[src/rtl/simd_pkg.sv]
// Shared types and helpers for the SIMD vector datapath blocks.
package simd_pkg;

    typedef enum logic [1:0] {
        IDLE    = 2'd0,
        COMPUTE = 2'd1,
        DONE    = 2'd2
    } state_t;

    // Column-major packing: element (r,c) lives at flat index c*N + r.
    function automatic int elem_idx(input int r, input int c, input int n);
        return c * n + r;
    endfunction

    function automatic logic [63:0] sat_reduce(input logic [63:0] acc,
                                               input int unsigned w,
                                               input logic sat);
        logic [63:0] max_v;
        max_v = (64'd1 << w) - 64'd1;
        if (sat && (acc > max_v)) begin
            return max_v;
        end
        return acc & max_v;
    endfunction

endpackage

[src/rtl/mac_lane.sv]
// One multiply-accumulate lane: unsigned W x W product added into an ACC_W accumulator.
module mac_lane #(
    parameter int W     = 8,
    parameter int ACC_W = 18
) (
    input  logic             clk,
    input  logic             rst_n,
    input  logic             clr,
    input  logic             en,
    input  logic [W-1:0]     a_in,
    input  logic [W-1:0]     b_in,
    output logic [ACC_W-1:0] acc_next
);

    logic [ACC_W-1:0] acc_q;
    logic [ACC_W-1:0] acc_d;
    logic [2*W-1:0]   prod;

    assign prod = {{W{1'b0}}, a_in} * {{W{1'b0}}, b_in};

    always_comb begin
        acc_d = acc_q;
        if (clr) begin
            acc_d = '0;
        end else if (en) begin
            acc_d = acc_q + ACC_W'(prod);
        end
    end

    // The next value is exported so the owner can register the final sum on the same edge.
    assign acc_next = acc_d;

    always_ff @(posedge clk or negedge rst_n) begin
        if (!rst_n) begin
            acc_q <= '0;
        end else begin
            acc_q <= acc_d;
        end
    end

endmodule

[src/rtl/matmul_seq.sv]
// Sequential N x N matrix multiply, C = A x B, one inner-product step per cycle
// across N*N parallel MAC lanes, with valid/ready on both sides.
module matmul_seq
    import simd_pkg::*;
#(
    parameter int BITS_INDEX  = 8,
    parameter int MATRIX_SIZE = 4,
    parameter int WIDTH_V     = 128,
    parameter int ACC_W       = 2 * BITS_INDEX + $clog2(MATRIX_SIZE)
) (
    input  logic               clk,
    input  logic               rst_n,
    input  logic               in_valid,
    output logic               in_ready,
    input  logic [WIDTH_V-1:0] a,
    input  logic [WIDTH_V-1:0] b,
    input  logic               sat_en,
    output logic               out_valid,
    input  logic               out_ready,
    output logic [WIDTH_V-1:0] result,
    output logic               busy
);

    localparam int W  = BITS_INDEX;
    localparam int N  = MATRIX_SIZE;
    localparam int NN = N * N;
    localparam int KW = $clog2(N);

    if (WIDTH_V != NN * W) begin : g_width_check
        $error("matmul_seq: WIDTH_V must equal MATRIX_SIZE*MATRIX_SIZE*BITS_INDEX");
    end

    state_t             state_q, state_d;
    logic [KW-1:0]      k_q, k_d;
    logic [WIDTH_V-1:0] a_q, a_d;
    logic [WIDTH_V-1:0] b_q, b_d;
    logic               sat_q, sat_d;
    logic [WIDTH_V-1:0] result_q, result_d;
    logic               out_valid_q, out_valid_d;
    logic               clr;
    logic               en;
    logic               capture;

    logic [W-1:0]     a_m      [N][N];
    logic [W-1:0]     b_m      [N][N];
    logic [ACC_W-1:0] acc_next [N][N];

    for (genvar r = 0; r < N; r++) begin : g_row
        for (genvar c = 0; c < N; c++) begin : g_col
            localparam int E = elem_idx(r, c, N);

            assign a_m[r][c] = a_q[W*(NN-E)-1 -: W];
            assign b_m[r][c] = b_q[W*(NN-E)-1 -: W];

            // Lane (r,c) walks row r of A and column c of B as k advances.
            mac_lane #(
                .W     (W),
                .ACC_W (ACC_W)
            ) u_lane (
                .clk      (clk),
                .rst_n    (rst_n),
                .clr      (clr),
                .en       (en),
                .a_in     (a_m[r][k_q]),
                .b_in     (b_m[k_q][c]),
                .acc_next (acc_next[r][c])
            );
        end
    end

    always_comb begin
        state_d     = state_q;
        k_d         = k_q;
        a_d         = a_q;
        b_d         = b_q;
        sat_d       = sat_q;
        out_valid_d = out_valid_q;
        clr         = 1'b0;
        en          = 1'b0;
        capture     = 1'b0;
        case (state_q)
            IDLE: begin
                if (in_valid) begin
                    a_d     = a;
                    b_d     = b;
                    sat_d   = sat_en;
                    clr     = 1'b1;
                    k_d     = '0;
                    state_d = COMPUTE;
                end
            end
            COMPUTE: begin
                en = 1'b1;
                if (k_q == KW'(N - 1)) begin
                    k_d         = '0;
                    capture     = 1'b1;
                    out_valid_d = 1'b1;
                    state_d     = DONE;
                end else begin
                    k_d = k_q + KW'(1);
                end
            end
            DONE: begin
                if (out_ready) begin
                    out_valid_d = 1'b0;
                    state_d     = IDLE;
                end
            end
            default: begin
                k_d         = '0;
                out_valid_d = 1'b0;
                state_d     = IDLE;
            end
        endcase
    end

    always_comb begin
        result_d = result_q;
        if (capture) begin
            for (int r = 0; r < N; r++) begin
                for (int c = 0; c < N; c++) begin
                    result_d[W*(NN-elem_idx(r, c, N))-1 -: W] =
                        W'(sat_reduce(64'(acc_next[r][c]), W, sat_q));
                end
            end
        end
    end

    always_ff @(posedge clk or negedge rst_n) begin
        if (!rst_n) begin
            state_q     <= IDLE;
            k_q         <= '0;
            a_q         <= '0;
            b_q         <= '0;
            sat_q       <= 1'b0;
            result_q    <= '0;
            out_valid_q <= 1'b0;
        end else begin
            state_q     <= state_d;
            k_q         <= k_d;
            a_q         <= a_d;
            b_q         <= b_d;
            sat_q       <= sat_d;
            result_q    <= result_d;
            out_valid_q <= out_valid_d;
        end
    end

    assign in_ready  = (state_q == IDLE);
    assign busy      = !in_ready;
    assign out_valid = out_valid_q;
    assign result    = result_q;

endmodule

[config.mk]
export PLATFORM = sky130hd
export DESIGN_NAME = matmul_seq
export DESIGN_NICKNAME = d
export VERILOG_FILES = /design/src/rtl/simd_pkg.sv /design/src/rtl/mac_lane.sv /design/src/rtl/matmul_seq.sv
export SDC_FILE = /design/constraint.sdc
export NUM_CORES = 2
export LEC_CHECK = 0
export CAP_MARGIN = 5
export CORE_AREA = 2 2 393 298
export DETAILED_ROUTE_END_ITERATION = 8
export DIE_AREA = 0 0 395 300
export PLACE_DENSITY = 0.87
export SLEW_MARGIN = 20
export SYNTH_ARGS = -nofsm -noshare
export SYNTH_HDL_FRONTEND = slang
export SYNTH_HIERARCHICAL = 1
export SYNTH_SLANG_ARGS = --single-unit
[constraint.sdc]
create_clock -name clk -period 7.6 [get_ports clk]
set_input_delay 0.76 -clock clk [delete_from_list [all_inputs] [get_ports clk]]
set_output_delay 0.76 -clock clk [all_outputs]
set_load 0.01 [all_outputs]
### Word-level counts from Yosys, hierarchy flattened

Index checks and enable logic that the tools add are counted.

* register bits after elaboration: 678
* output and inout bits: 131
* word-level logic and storage cells: 230

* add/subtract/negate cells: 17
* multiply operators: 16
* $lt $le $gt $ge: 17
* eq/ne operators: 6
* multiplexer cells: 126
* bitwise operators: 3
* reductions and logical operators: 22

Operators with widths (number)
* $mux W18: 32
* $mux W8: 40
* $add A18 B16 Y18: 16
* $gt A18 B8 Y1 const B: 16
* $mul A8 B8 Y16: 16
* $bmux W32 S2: 1
* $bmux W8 S2: 4
* $mux W32: 2
* $mux W1: 39
* $logic_and A1 B1 Y1: 16
* $pmux W2 S3: 2
* $mux W2: 5
* $ne A2 B2 Y1 const B: 3
* $reduce_and A3 Y1: 2
* $eq A2 B2 Y1 const B: 2
* $reduce_and A2 Y1: 2
* $ge A3 B3 Y1 const B: 1
* $not A2 Y3: 1
* $pmux W1 S3: 1
* $add A2 B1 Y2 const B: 1
* $eq A2 B1 Y1 const B: 1
* $logic_not A2 Y1: 1
* $not A1 Y1: 2
* $logic_not A1 Y1: 1

### Longest topological paths before layout

* word-level depth: 13
* depth in mapped cells: 23
* mapped depth without buffers: 20

### By module

Netlist, hierarchy kept.

Modules (own cells, without submodules)
* mac_lane at g_row[0].g_col[0].u_lane ...: times used 9, cells an instance 378, area each 3353.2 µm², seq. area each 450.4 µm²
* matmul_seq: times used 1, cells an instance 1238, area each 17863.4 µm², seq. area each 9759.4 µm²
* mac_lane at g_row[2].g_col[2].u_lane ...: times used 4, cells an instance 385, area each 3417.0 µm², seq. area each 450.4 µm²
* mac_lane at g_row[3].g_col[2].u_lane: times used 1, cells an instance 389, area each 3429.5 µm², seq. area each 450.4 µm²
* mac_lane at g_row[3].g_col[3].u_lane: times used 1, cells an instance 380, area each 3359.5 µm², seq. area each 450.4 µm²
* mac_lane at g_row[2].g_col[1].u_lane: times used 1, cells an instance 387, area each 3358.2 µm², seq. area each 450.4 µm²

### Worst setup path after synthesis

OpenSTA, ideal clock, no wires.

* kind: register to register
* from: reg k_q[0]
* to: reg result_q[56] (netlist: result[56])
* setup time: 0.143 ns
* arrival: 6.465 ns
* slack: 0.991 ns
* cell stages (with the launch flop): 21
* path buffers: 2
* clock period less this slack: 6.609 ns
* path through: dfrtp_1 > buf_4 > buf_2 > mux4_2 > and2_1 > fa_1 > fa_1 > fa_1 > inv_1 > fa_1 > inv_1 > ha_1 > and3_1 > a221oi_2 > o31a_1 > mux2i_1 > a21o_1 > a21oi_1 > or4_4 > o41ai_4 > a21oi_1

RTL lines
* from (decl): line matmul_seq.sv:34 `logic [KW-1:0] k_q, k_d;`
* from (signal assigned): line matmul_seq.sv:140 `k_q <= k_d;`
* to (signal assigned): line matmul_seq.sv:144 `result_q <= result_d;`
* to (decl): line matmul_seq.sv:38 `logic [WIDTH_V-1:0] result_q, result_d;`

==> results.tsv <==
metric	value	unit
grt_pass1_wl	315000	um
syn_area_per_cell	9.80	um^2
multi_input_area	48400	um^2
grt_max_degree	158	
period_needed	7520	ps
maxSlewViolCount	0	
wirelength	215000	um
cp-end-kind	flip-flop	
fill_cells	7686	
fin_skew	46.1	ps
insertion_delay	730	ps
start_util	62.6	%
cts.sinks	678	
htreeDepth	3	
required	8140	ps
synth_flop_cell	dfrtp_1	
fin_setup_tns	0	ps
netlist_area	71900	um^2
ant_nets	0	
vias	56400	
status	complete, but fails checks	
antenna_found_initial	23	
cts_made_buffers	75	
rsz0062_at_grt	yes	
cp_slowest_cell	mux4_2	
cts_buffer_depth	3	
seq_area	17000	um^2
fp.dieH	300	um
drt_iter0_drc	6243	
root_buffer	clkbuf_16	
grt_pass1_vias	58400	
place_congestion	0.933	
drv_cap	0	
synth-async-reset-ratio	100	%
worst_slack	78.1	ps
drc_errors	52	
viasPerCell	6.00	
cp_cell_sequence	buf_16 -> buf_4 -> mux4_2 -> and2_1 -> fa_1 -> fa_1 -> inv_1 -> fa_1 -> fa_1 -> inv_1 -> ha_1 -> and3_1 -> a221oi_4 -> o31a_1 -> mux2i_1 -> a21o_1 -> a21oi_1 -> or4_1 -> o41ai_4 -> a21oi_1	
crit_fanout	48	
drive_above_1_share	9.44	%
cp.arrival	8070	ps
cpMostUsedCell	fa_1	
core	115000	um^2
ios	392	
port_buffers	391	
violations	DRC	
rows	108	
seq_area_frac_synth	23.6	%
syn_to_final_growth	12.7	%
dr.pass1.iters	9	
synth_edf_count	0	
whs	111	ps
slowest_delay	640	ps
cts_tree	built	
yosysWarnings	6	
finalCritPeriodShare	99.0	%
die_width	395	um
ys_types	92	
dp_slack	114	ps
wl_per_cell	22.9	um
die-area	119000	um^2
setup_viol_count_final	0	
hold_path_class	primary input to async pin	
fmax	0.133	GHz
hold_violations	0	
syn-num-nets	9038	
syn-instance-count	7336	
grt_usage	33.5	%
path_clk_slew	70	ps
tightestPinTransition	1220	ps
layout.nets	9498	
overflow	0	
ys_ff_latch	678	
hpwl	142000	um
crit_type	flip-flop to flip-flop	
relSlewSlack	18.4	%
crit_path_start_kind	flip-flop	
==> worst max-delay path, delay by kind of cell, from the launching register on <==
family | cells | cell delay (ps)
DFF | 1 | 530
adders and majority gates | 5 | 2390
AOI/OAI and AO/OA | 6 | 1470
and+or+nand+nor | 3 | 1110
muxes | 2 | 900
buffers and inverters | 4 | 740
==> metrics by stage <==
| stage | instance area (um^2) | util, % | cells |
|---|---|---|---|
| 2_1_floorplan | 71900 | - | 7336 |
| 3_3_place_gp | 77700 | 67.8 | 9228 |
| 3_5_place_dp | 77700 | 67.8 | 9228 |
| 4_1_cts | 80300 | 70.0 | 9361 |
| 5_1_grt | 81000 | 70.6 | 9397 |
| 6_report | 81000 | 70.6 | 9405 |
==> cells in the mapped netlist (all sizes together), types with 10 or more instances <==
cell	number	share of area (%)
xor2	50	0.61
mux4	64	2.0
and2	576	5.0
a21oi	296	2.1
xnor2	105	1.3
nor2	553	2.9
and2b	12	0.14
or4	34	0.44
nand2b	55	0.48
nor3	21	0.15
a21o	58	0.63
buf	83	0.95
nand3	41	0.29
a221oi	13	0.25
a31oi	41	0.36
o21a	10	0.10
dfrtp	678	24
nand4	24	0.21
nand2	636	3.3
nand4b	10	0.12
o211ai	14	0.17
nor2b	23	0.20
o221ai	14	0.17
clkbuf	92	0.65
or4b	10	0.14
o41ai	26	0.73
o22ai	26	0.23
or2b	12	0.13
a211oi	32	0.37
o22a	10	0.12
o31a	11	0.13
mux2i	191	2.7
nand3b	12	0.13
fa	800	22
nor3b	14	0.15
inv	1543	8.1
mux2	266	5.2
o32ai	12	0.15
ha	641	11
o21ai	127	0.91
a2111o	10	0.16
and3	19	0.17
==> final timing paths <==
path | slack [ps] | cells past startpoint | start | endpoint
min reg2reg | 500 | 1 | a_q[4]$_DFFE_PN0P_ | a_q[4]$_DFFE_PN0P_
min | 110 | 1 | rst_n | g_row[2].g_col[0].u_lane/acc_q[6]$_DFF_PN0_
max reg2reg | 80 | 20 | k_q[1]$_DFFE_PN0P_ | result[48]$_DFFE_PN0P_
max | 80 | 20 | k_q[1]$_DFFE_PN0P_ | result[48]$_DFFE_PN0P_
max in group asynchronous | 5680 | 3 | rst_n | g_row[0].g_col[2].u_lane/acc_q[5]$_DFF_PN0_
min in group clk | 500 | 1 | a_q[4]$_DFFE_PN0P_ | a_q[4]$_DFFE_PN0P_
==> flip-flops by register name, indices dropped and copies added, names as in the netlist <==
| name | cells |
|---|---|
| b_q | 128 |
| sat_q | 1 |
| result | 128 |
| a_q | 128 |
| state_q | 2 |
| out_valid | 1 |
| g_row.g_col.u_lane/acc_q | 288 |
| k_q | 2 |
==> area by class of cell <==
cell class	instances	area share, %
antenna	13	0.0402
clock buffer	97	2.60
clock inverter	36	0.538
inverter	1543	7.16
multi-input combinational	4956	59.8
sequential	678	21.0
tap	1540	2.38
timing repair buffer	542	6.56
==> cell families after synthesis <==
logic type	after synthesis	share of synthesized area, %
xor+xnor	155	1.89
flops	678	23.6
compound gates	752	7.27
mux	521	9.89
fa+ha+maj	1441	33.4
buf+inv	1718	9.66
simple gates	2071	14.2
==> cells in the final DEF (no fill, tap or decap), types with 128 or more instances in the layout <==
cell and instances:
nand2_1 630, and2_1 571, buf_4 128, mux2i_1 191
fa_1 800, ha_1 641, clkdlybuf4s50_1 390, dfrtp_1 675
inv_1 1542, a21oi_1 285, nor2_1 549, mux2_4 202
==> timing repair <==
item | in CTS | in global routing
buffers inserted | 0 | 15
setup endpoints to repair | 0 | 128
hold buffers | 0 | 0
resized for setup | 0 | 26
==> metal layers <==
| layer | share of wire, % | GRT usage [%] | vias to the layer above |
|---|---|---|---|
| li1 | - | - | 24300 |
| met1 | 37 | 44.1 | 28000 |
| met2 | 45 | 54.1 | 3379 |
| met3 | 13 | 7.43 | 791 |
| met4 | 5.2 | 13.8 | 23 |
| met5 | 0.29 | 0 | - |
Power is not shown: default switching activity piles up to over one toggle a cycle in this logic, so the estimate is an artifact.
